==> config.mk <==
export PLATFORM = sky130hd
export DESIGN_NAME = otter_mmio_ctrl
export DESIGN_NICKNAME = d
export VERILOG_FILES = /design/src/rtl/otter_mmio_pkg.sv /design/src/rtl/mmio_debounce.sv /design/src/rtl/otter_mmio_ctrl.sv
export SDC_FILE = /design/constraint.sdc
export NUM_CORES = 1
export LEC_CHECK = 0
export BUFFER_PORTS_ARGS = -buffer_cell sky130_fd_sc_hd__buf_2
export CAP_MARGIN = 20
export CORE_MARGIN = 1
export CORE_UTILIZATION = 30
export CTS_BUF_LIST = sky130_fd_sc_hd__clkbuf_4 sky130_fd_sc_hd__clkbuf_8
export CTS_CLUSTER_DIAMETER = 40
export DETAILED_ROUTE_END_ITERATION = 8
export PLACE_DENSITY = 0.46
export SETUP_SLACK_MARGIN = 0.3
export SKIP_LAST_GASP = 1
export SYNTH_ARGS = -nofsm -noshare
export SYNTH_HDL_FRONTEND = slang
export SYNTH_SLANG_ARGS = --single-unit
==> constraint.sdc <==
create_clock -name CLK -period 5.4 [get_ports CLK]
set_clock_uncertainty 0.2 [all_clocks]
set_input_delay 1.08 -clock CLK [delete_from_list [all_inputs] [get_ports CLK]]
set_output_delay 1.08 -clock CLK [all_outputs]
set_load 0.02 [all_outputs]
==> src/rtl/otter_mmio_pkg.sv <==
// otter_mmio_pkg: MMIO register offsets, decode select type and address decode helper
package otter_mmio_pkg;
  localparam logic [11:0] IRQ_PEND_OFS = 12'h100;
  localparam logic [11:0] IRQ_MASK_OFS = 12'h104;
  localparam int IN_STRIDE = 4;
  localparam int OUT_STRIDE = 32;
  typedef enum logic [2:0] {DEC_NONE, DEC_IN, DEC_OUT, DEC_PEND, DEC_MASK} mmio_sel_t;
  typedef struct packed {
    mmio_sel_t sel;
    logic [2:0] idx;
  } mmio_dec_t;
  function automatic mmio_dec_t mmio_decode(input logic [31:0] ofs, input int n_in, input int n_out);
    mmio_dec_t d;
    d.sel = DEC_NONE;
    d.idx = '0;
    if (ofs == {20'h0, IRQ_PEND_OFS}) d.sel = DEC_PEND;
    else if (ofs == {20'h0, IRQ_MASK_OFS}) d.sel = DEC_MASK;
    else if (ofs[1:0] == 2'b00 && ofs < 32'(IN_STRIDE * n_in)) begin
      d.sel = DEC_IN;
      d.idx = ofs[4:2];
    end else if (ofs[4:0] == 5'd0 && ofs >= 32'(OUT_STRIDE) && ofs < 32'(OUT_STRIDE * (n_out + 1))) begin
      d.sel = DEC_OUT;
      d.idx = ofs[7:5] - 3'd1;
    end
    return d;
  endfunction
endpackage

==> src/rtl/mmio_debounce.sv <==
// mmio_debounce: 2-flop synchronizer, stability-count debouncer and rising-edge pulse
module mmio_debounce #(
  parameter int DB_CYCLES = 500000
) (
  input  logic CLK,
  input  logic RST,
  input  logic RAW,
  output logic DB_LEVEL,
  output logic RISE
);
  localparam int CW = $clog2(DB_CYCLES);
  logic s1, s2, lvl_d;
  logic [CW-1:0] cnt;
  always_ff @(posedge CLK or posedge RST)
    if (RST) begin
      s1 <= 1'b0;
      s2 <= 1'b0;
      lvl_d <= 1'b0;
      DB_LEVEL <= 1'b0;
      cnt <= '0;
    end else begin
      s1 <= RAW;
      s2 <= s1;
      lvl_d <= DB_LEVEL;
      if (s2 == DB_LEVEL) cnt <= '0;
      else if (cnt == CW'(DB_CYCLES - 1)) begin
        DB_LEVEL <= s2;
        cnt <= '0;
      end else cnt <= cnt + CW'(1);
    end
  assign RISE = DB_LEVEL & ~lvl_d;
endmodule

==> src/rtl/otter_mmio_ctrl.sv <==
// otter_mmio_ctrl: IOBUS MMIO decode with input/output ports and a debounced, maskable IRQ controller
module otter_mmio_ctrl
  import otter_mmio_pkg::*;
#(
  parameter logic [31:0] BASE_AD = 32'h1100_0000,
  parameter int W = 16,
  parameter int N_IN = 2,
  parameter int N_OUT = 2,
  parameter int N_IRQ = 4,
  parameter int DB_CYCLES = 500000
) (
  input  logic                 CLK,
  input  logic                 RST,
  input  logic [31:0]          IOBUS_ADDR,
  input  logic [31:0]          IOBUS_OUT,
  input  logic                 IOBUS_WR,
  output logic [31:0]          IOBUS_IN,
  input  logic [N_IN*W-1:0]    IN_PORTS,
  output logic [N_OUT*W-1:0]   OUT_PORTS,
  input  logic [N_IRQ-1:0]     BTN,
  output logic                 INTR
);
  mmio_dec_t dec;
  logic [N_IRQ-1:0] pend, mask, rise, db_level, w1c;
  assign dec = mmio_decode(IOBUS_ADDR - BASE_AD, N_IN, N_OUT);
  assign w1c = (IOBUS_WR && dec.sel == DEC_PEND) ? IOBUS_OUT[N_IRQ-1:0] : '0;
  for (genvar k = 0; k < N_IRQ; k++) begin : g_irq
    mmio_debounce #(.DB_CYCLES(DB_CYCLES)) u_db (
      .CLK(CLK),
      .RST(RST),
      .RAW(BTN[k]),
      .DB_LEVEL(db_level[k]),
      .RISE(rise[k])
    );
  end
  always_comb
    IOBUS_IN = dec.sel == DEC_IN   ? 32'(IN_PORTS[int'(dec.idx)*W +: W]) :
               dec.sel == DEC_OUT  ? 32'(OUT_PORTS[int'(dec.idx)*W +: W]) :
               dec.sel == DEC_PEND ? 32'(pend) :
               dec.sel == DEC_MASK ? 32'(mask) : 32'h0;
  // a new edge in the same cycle as its W1C must survive, so set is OR-ed after the clear
  always_ff @(posedge CLK or posedge RST)
    if (RST) begin
      OUT_PORTS <= '0;
      pend <= '0;
      mask <= '0;
      INTR <= 1'b0;
    end else begin
      if (IOBUS_WR && dec.sel == DEC_OUT) OUT_PORTS[int'(dec.idx)*W +: W] <= IOBUS_OUT[W-1:0];
      if (IOBUS_WR && dec.sel == DEC_MASK) mask <= IOBUS_OUT[N_IRQ-1:0];
      pend <= (pend & ~w1c) | rise;
      INTR <= |(pend & mask);
    end
endmodule
==> Word level (Yosys, flattened, before mapping) <==
Index checks and enable logic that the tools add are counted.
{ "op_classes": {"n_addsub": 7, "magnitude_cmp": 3, "eq_ne": 14, "shifts": 4, "muxes": 20, "n_bitwise": 16, "reduce_logical": 13} }
{ "op_table": {"columns": ["cell", "n"], "rows": [
  ["$mux 19", 8],
  ["$add 19x1->19 const B", 4],
  ["$eq 19x19->1 const B", 4],
  ["$eq 32x9->1 const B", 2],
  ["$shiftx 32x8->16", 2],
  ["$neg 7->33", 1],
  ["$shift 16x33->32 const A", 1],
  ["$shiftx 16x33->32", 1],
  ["$bwmux 32", 1],
  ["$ge 32x6->1 const B", 1],
  ["$lt 32x4->1 const B", 1],
  ["$lt 32x7->1 const B", 1],
  ["$mux 16", 2],
  ["$sub 32x29->32 const B", 1],
  ["$mux 3", 4],
  ["$mux 4", 3],
  ["$and 4x4->4", 2],
  ["$not 1->1", 8],
  ["$reduce_and 2->1", 4],
  ["$eq 3x2->1 const B", 2],
  ["$logic_and 1x1->1", 6],
  ["$mux 6", 1],
  ["$logic_not 5->1", 1],
  ["$mux 5", 1],
  ["other kinds (9)", 15]
]} }
{ "totals": {"ff_bits": 133, "in_bits": 103, "elab_cells": 101} }

==> Depth between registers and ports, before layout <==
{ "depth": {"depth_word": 14, "depth_mapped": 17, "mapped_depth_nobuf": 14} }

==> By module <==
From an unflattened synthesis, not the netlist that was laid out.
{ "unflattened": {"hier_cells": 697, "hier_area_um2": 7258.2} }
{ "modules_own_cells": {"columns": ["module", "n_inst", "cells_per_inst", "area_each_um2"], "rows": [
  ["mmio_debounce", 4, 105, 1122.3],
  ["otter_mmio_ctrl", 1, 277, 2768.9]
]} }

==> Least setup slack after synthesis <==
OpenSTA, ideal clock, no wires.
{ "synth_timing": {"kind": "in2reg", "from": "in IOBUS_ADDR[25]", "to": "reg OUT_PORTS[0]", "setup_time_ps": 125, "arrival_time_ps": 4603, "t_required_ps": 5075, "slack_ps": 472, "cell_stages": 16, "path_buffers": 3, "path_cell_list": "inv_1 -> ha_1 -> nor4b_1 -> nand3_1 -> nor4_1 -> clkbuf_1 -> nand2_1 -> ha_1 -> inv_1 -> ha_1 -> clkbuf_1 -> nor4b_1 -> nand3_1 -> nor4_4 -> buf_6 -> mux2_2"} }
{ "synth_via": {"elab_chain_len": 11, "elab_cells_between_ends": 21, "classes_between": "add/sub: 2; order compare: 3; eq/ne: 3; shift: 2; mux: 7; reduce/logical: 4"} }
{ "synth_lines": {"columns": ["item", "line_no", "text"], "rows": [
  ["start, declared", "otter_mmio_ctrl.sv:14", "input logic [31:0] IOBUS_ADDR,"],
  ["$sub 32x29->32 (*)", "otter_mmio_ctrl.sv:25", "assign dec = mmio_decode(IOBUS_ADDR - BASE_AD, N_IN, N_OUT);"],
  ["$ge 32x6->1", "otter_mmio_pkg.sv:21", "end else if (ofs[4:0] == 5'd0 && ofs >= 32'(OUT_STRIDE) && ofs < 32'(OUT_STRIDE * (n_out + 1))) begin"],
  ["$logic_and 1x1->1 (2 in series)", "otter_mmio_pkg.sv:21", null],
  ["$mux 5", "otter_mmio_pkg.sv:21", null],
  ["$mux 6", "otter_mmio_pkg.sv:18", "else if (ofs[1:0] == 2'b00 && ofs < 32'(IN_STRIDE * n_in)) begin"],
  ["$mux 3", "otter_mmio_pkg.sv:17", "else if (ofs == {20'h0, IRQ_MASK_OFS}) d.sel = DEC_MASK;"],
  ["$mux 3", "otter_mmio_pkg.sv:16", "if (ofs == {20'h0, IRQ_PEND_OFS}) d.sel = DEC_PEND;"],
  ["$neg 7->33", "otter_mmio_ctrl.sv:49", "if (IOBUS_WR && dec.sel == DEC_OUT) OUT_PORTS[int'(dec.idx)*W +: W] <= IOBUS_OUT[W-1:0];"],
  ["$shiftx 16x33->32 or $shift 16x33->32 (tied branches)", "otter_mmio_ctrl.sv:49", null],
  ["$bwmux 32", "otter_mmio_ctrl.sv:49", null],
  ["end signal, assigned by index", "otter_mmio_ctrl.sv:49", null],
  ["end, declared", "otter_mmio_ctrl.sv:19", "output logic [N_OUT*W-1:0] OUT_PORTS,"]
]} }
Every way passes the cells marked *; elsewhere a longest branch is shown, timed or not.
A chain may end at the register's enable or synchronous reset.

==> Worst setup path after layout <==
{ "layout_timing": {"from": "in IOBUS_ADDR[25]", "to": "out IOBUS_IN[10]"} }
{ "layout_via": {"elab_chain_len": 11, "elab_cells_between_ends": 21, "classes_between": "add/sub: 1; order compare: 3; eq/ne: 4; shift: 2; mux: 8; reduce/logical: 3"} }
{ "layout_lines": {"columns": ["item", "line_no", "text"], "rows": [
  ["$sub 32x29->32 (*)", "otter_mmio_ctrl.sv:25", null],
  ["$ge 32x6->1", "otter_mmio_pkg.sv:21", null],
  ["$logic_and 1x1->1 (2 in series)", "otter_mmio_pkg.sv:21", null],
  ["$mux 5", "otter_mmio_pkg.sv:21", null],
  ["$mux 6", "otter_mmio_pkg.sv:18", null],
  ["$mux 3", "otter_mmio_pkg.sv:17", null],
  ["$mux 3", "otter_mmio_pkg.sv:16", null],
  ["$shiftx 32x8->16 or $eq 3x2->1 (tied branches)", "otter_mmio_ctrl.sv:38", "dec.sel == DEC_OUT ? 32'(OUT_PORTS[int'(dec.idx)*W +: W]) :"],
  ["$mux 16", "otter_mmio_ctrl.sv:38", null],
  ["$mux 16 (*)", "otter_mmio_ctrl.sv:37", "IOBUS_IN = dec.sel == DEC_IN ? 32'(IN_PORTS[int'(dec.idx)*W +: W]) :"],
  ["end, declared", "otter_mmio_ctrl.sv:17", "output logic [31:0] IOBUS_IN,"]
]} }
Marks and branches as above.

==> impl_results.md <==
* Nets at 968
* Clock Latency Late Sink at 0.44 ns
* Final setup viols at 0
* Endpoints failing hold at 0
* Period utilisation layout at 88.8%
* FF-to-FF Start: g_irq[0].u_db.cnt[0]
* Post-CTS setup buffers at 0
* Filler cells at 2287
* Via count at 5524
* Share of layout cells above drive strength 1 at 25.7%
* Slew Limit Headroom at 56.0%
* Asr flop ratio synth at 100%
* Post-DP HPWL at 12500 µm
* Post-Route WL at 17100 µm
* Crit-path max FO at 33
* Metal2 WL at 7930 µm
* Initial Util at 30.6%
* Area of the multi-input gates at 0.00335 mm²
* YS warnings at 0
* I/O pin total at 168
* Measured slew at the worst slew-check pin at 0.655 ns
* Leading area contributor after synthesis: dfrtp_1
* Clock root buffer: clkbuf_8
* TNS Setup at 0 ns
* Outcome: finished, final reports clean
* Routed Antenna Nets at 0
* DR WL/cell at 14.8 µm
* Minimum clock period at 4.80 ns
* Setup repair after global routing missed its margin: no
* Core Area at 0.0227 mm²
* Main synth FF type: dfrtp_1
* M1 WL at 8380 µm
* Antenna diode count at 0
* First-pass GRT wire length at 28400 µm
* CTS tree: built
* Die H at 154 µm
* CP arrival at 3.52 ns
* CP max stage delay at 0.48 ns
* Die area at 0.0238 mm²
* Slew Viols, Final at 0
* Synth Area in Simple Gates at 24.4%
* Post-Syn Instances at 714
* Seq cells post-synth at 133
* CP cell instances: buf_2, inv_1, ha_1, nor4b_1, nand3_1, nor4_2, buf_12, nand3_1, o221ai_1, buf_2
* # Max-Cap Violations at 0
* Synth area leaders: dfrtp_1 (48%), nor2_1 (5.6%), xnor2_1 (5.2%), nand3_1 (4.8%), mux2_2 (4.7%)
* Worst setup path start: IOBUS_ADDR[25]
* Area Growth Syn to Fin at 20.6%
* Vias per cell at 4.79
* Critical path capture point: IOBUS_IN[10]
* Adder-cell share of the synthesized area at 1.80%
* Initial antenna violation count at 0
* Power per cell area at 248 mW/mm²
* Largest family of logic cells by synthesized area: simple AND/OR/NAND/NOR gates
* Global route overflow at 0
* Highest Signal Layer: met4
* Compound-Gate Fraction of Synth Area at 6.05%
* PortBufs at 135
* Area share of the largest cell type after synthesis at 47.9%
* RR Endpoint: g_irq[0].u_db.cnt[8]
* Min Hold Slack at 0.160 ns
* Register area at 0.00333 mm²
* Mux contribution to synthesized area at 5.85%
* Slowest stage cell, crit path: nand3_1
* CTS buffer count at 17
* Post-synthesis cell area at 0.00695 mm²
* Number of flops mapped to enable cells by yosys at 0
* Clk slew on worst S/H paths at 0.08 ns
* Largest net degree at the start of global routing at 54
* Worst Reg-to-Reg Cells at 5
* Row cnt at 55
* Peak VDD IR at 147 µV
* Worst Path Required at 4.12 ns
* Count of cell types in the netlist at 51
* # DRC at 0
* CTS Buffer Depth at 2
* GRT Overall Usage at 15.1%
* Startpoint Class: input pin
* Seq/Total Area, Yosys at 47.9%
* Clk sink count at 133
* R2r setup slk at 3.24 ns
* Die X at 154 µm
* Final GP Congestion at 0.804
* Crit path kind: in -> out
* Hold Crit Class: reg -> reg
* Critical path capture point type: primary output
* CTS resizes at 0
* Htree depth at 4
* Vias in the first global route at 5466
* Hold path cells at 0
* Fmax at 209 MHz
* Hold_buf cts at 0
* Met3 wire len at 659 µm
* Leak at 3.78 nW
* Drt pass-1 iters at 4
* Initial DRC Count at 219
* Synth Area per Inst at 9.73 µm²
* Post-synthesis xor/xnor area fraction at 9.20%
## cells in the mapped netlist (all sizes together) (3+ instances only)
| library cell | instances |
|---|---|
| nor2b | 15 |
| o221ai | 6 |
| clkbuf | 20 |
| or2 | 6 |
| or4 | 3 |
| a22o | 4 |
| nor4b | 4 |
| mux2 | 29 |
| a21oi | 13 |
| nand4 | 29 |
| o21ai | 14 |
| and4 | 7 |
| nand2b | 3 |
| inv | 29 |
| and3 | 10 |
| or3 | 4 |
| o31ai | 10 |
| mux2i | 8 |
| nand3 | 66 |
| xor2 | 32 |
| nand2 | 36 |
| buf | 20 |
| dfrtp | 133 |
| nor4 | 19 |
| xnor2 | 41 |
| nor3 | 13 |
| nor2 | 105 |
| o211ai | 7 |
| ha | 10 |
## through the flow
step	power [mW]	cells	setup slack, ns	area (µm²)	utilization (%)
2_1_floorplan	1.11	729	0.472	7000	-
3_3_place_gp	1.17	1121	0.393	7930	34.9
3_5_place_dp	1.17	1121	0.423	7930	34.9
4_1_cts	2.11	1153	0.566	8380	36.9
5_1_grt	2.17	1153	0.384	8380	36.9
6_report	2.07	1153	0.604	8380	36.9
## power breakdown
| part | internal, mW | switching [mW] |
|---|---|---|
| registers | 1.01 | 0.00968 |
| clock network | 0.520 | 0.412 |
| logic | 0.0448 | 0.0825 |
## worst max-delay path: cells and delay by family
family,cells,cell delay [ns]
simple gates,4,1.26
compound gates,1,0.39
buf+inv,4,0.64
fa+ha+maj,1,0.14
## sequential cells by signal, summed over array words and instances, names as in the netlist
register,cells
INTR,1
g_irq.u_db.lvl_d,4
g_irq.u_db.cnt,76
OUT_PORTS,32
g_irq.u_db.s2,4
g_irq.u_db.s1,4
mask,4
pend,4
g_irq.u_db.DB_LEVEL,4
## kinds of logic (layout without fill, tap and decap cells)
logic type	count (synthesis)	count (layout)
muxes	37	37
adders and majority gates	10	10
DFF	133	133
buffers and inverters	69	208
AOI/OAI and AO/OA	63	63
other	1	16
xor gates and xnor gates	73	73
and+or+nand+nor	328	328
## layout make-up
cell class,count,area share [%]
inverters,29,1.36
multi-input cells,527,40.0
clock inverters,14,2.37
well taps,285,4.26
clock buffers,18,2.96
repair buffers,147,9.29
flip-flops and latches,133,39.7
## per-layer routing
metal,up-vias,track usage [%]
met4,0,4.33
met5,-,0
li1,2755,-
met3,10,3.11
met2,128,24.8
met1,2631,20.1
## worst min path at each step
stage / startpoint / end
2_1_floorplan: g_irq[0].u_db.s1 / g_irq[0].u_db.s2
3_3_place_gp: g_irq[0].u_db.s1 / g_irq[0].u_db.s2
3_5_place_dp: g_irq[3].u_db.s1 / g_irq[3].u_db.s2
4_1_cts: g_irq[3].u_db.s1 / g_irq[3].u_db.s2
5_1_grt: g_irq[0].u_db.s1 / g_irq[0].u_db.s2
6_report: g_irq[0].u_db.s1 / g_irq[0].u_db.s2
## cell usage in the layout, fill, tap and decap left out, drive strengths merged, types with 16 or more instances in the layout
cell type	n
clkbuf	18
nor4	19
xor2	32
nand3	66
buf	147
inv	32
nand4	29
conb	16
nor2	105
xnor2	41
dfrtp	133
mux2	29
nand2	36
No activity file was read; power rests on OpenSTA's default activity.
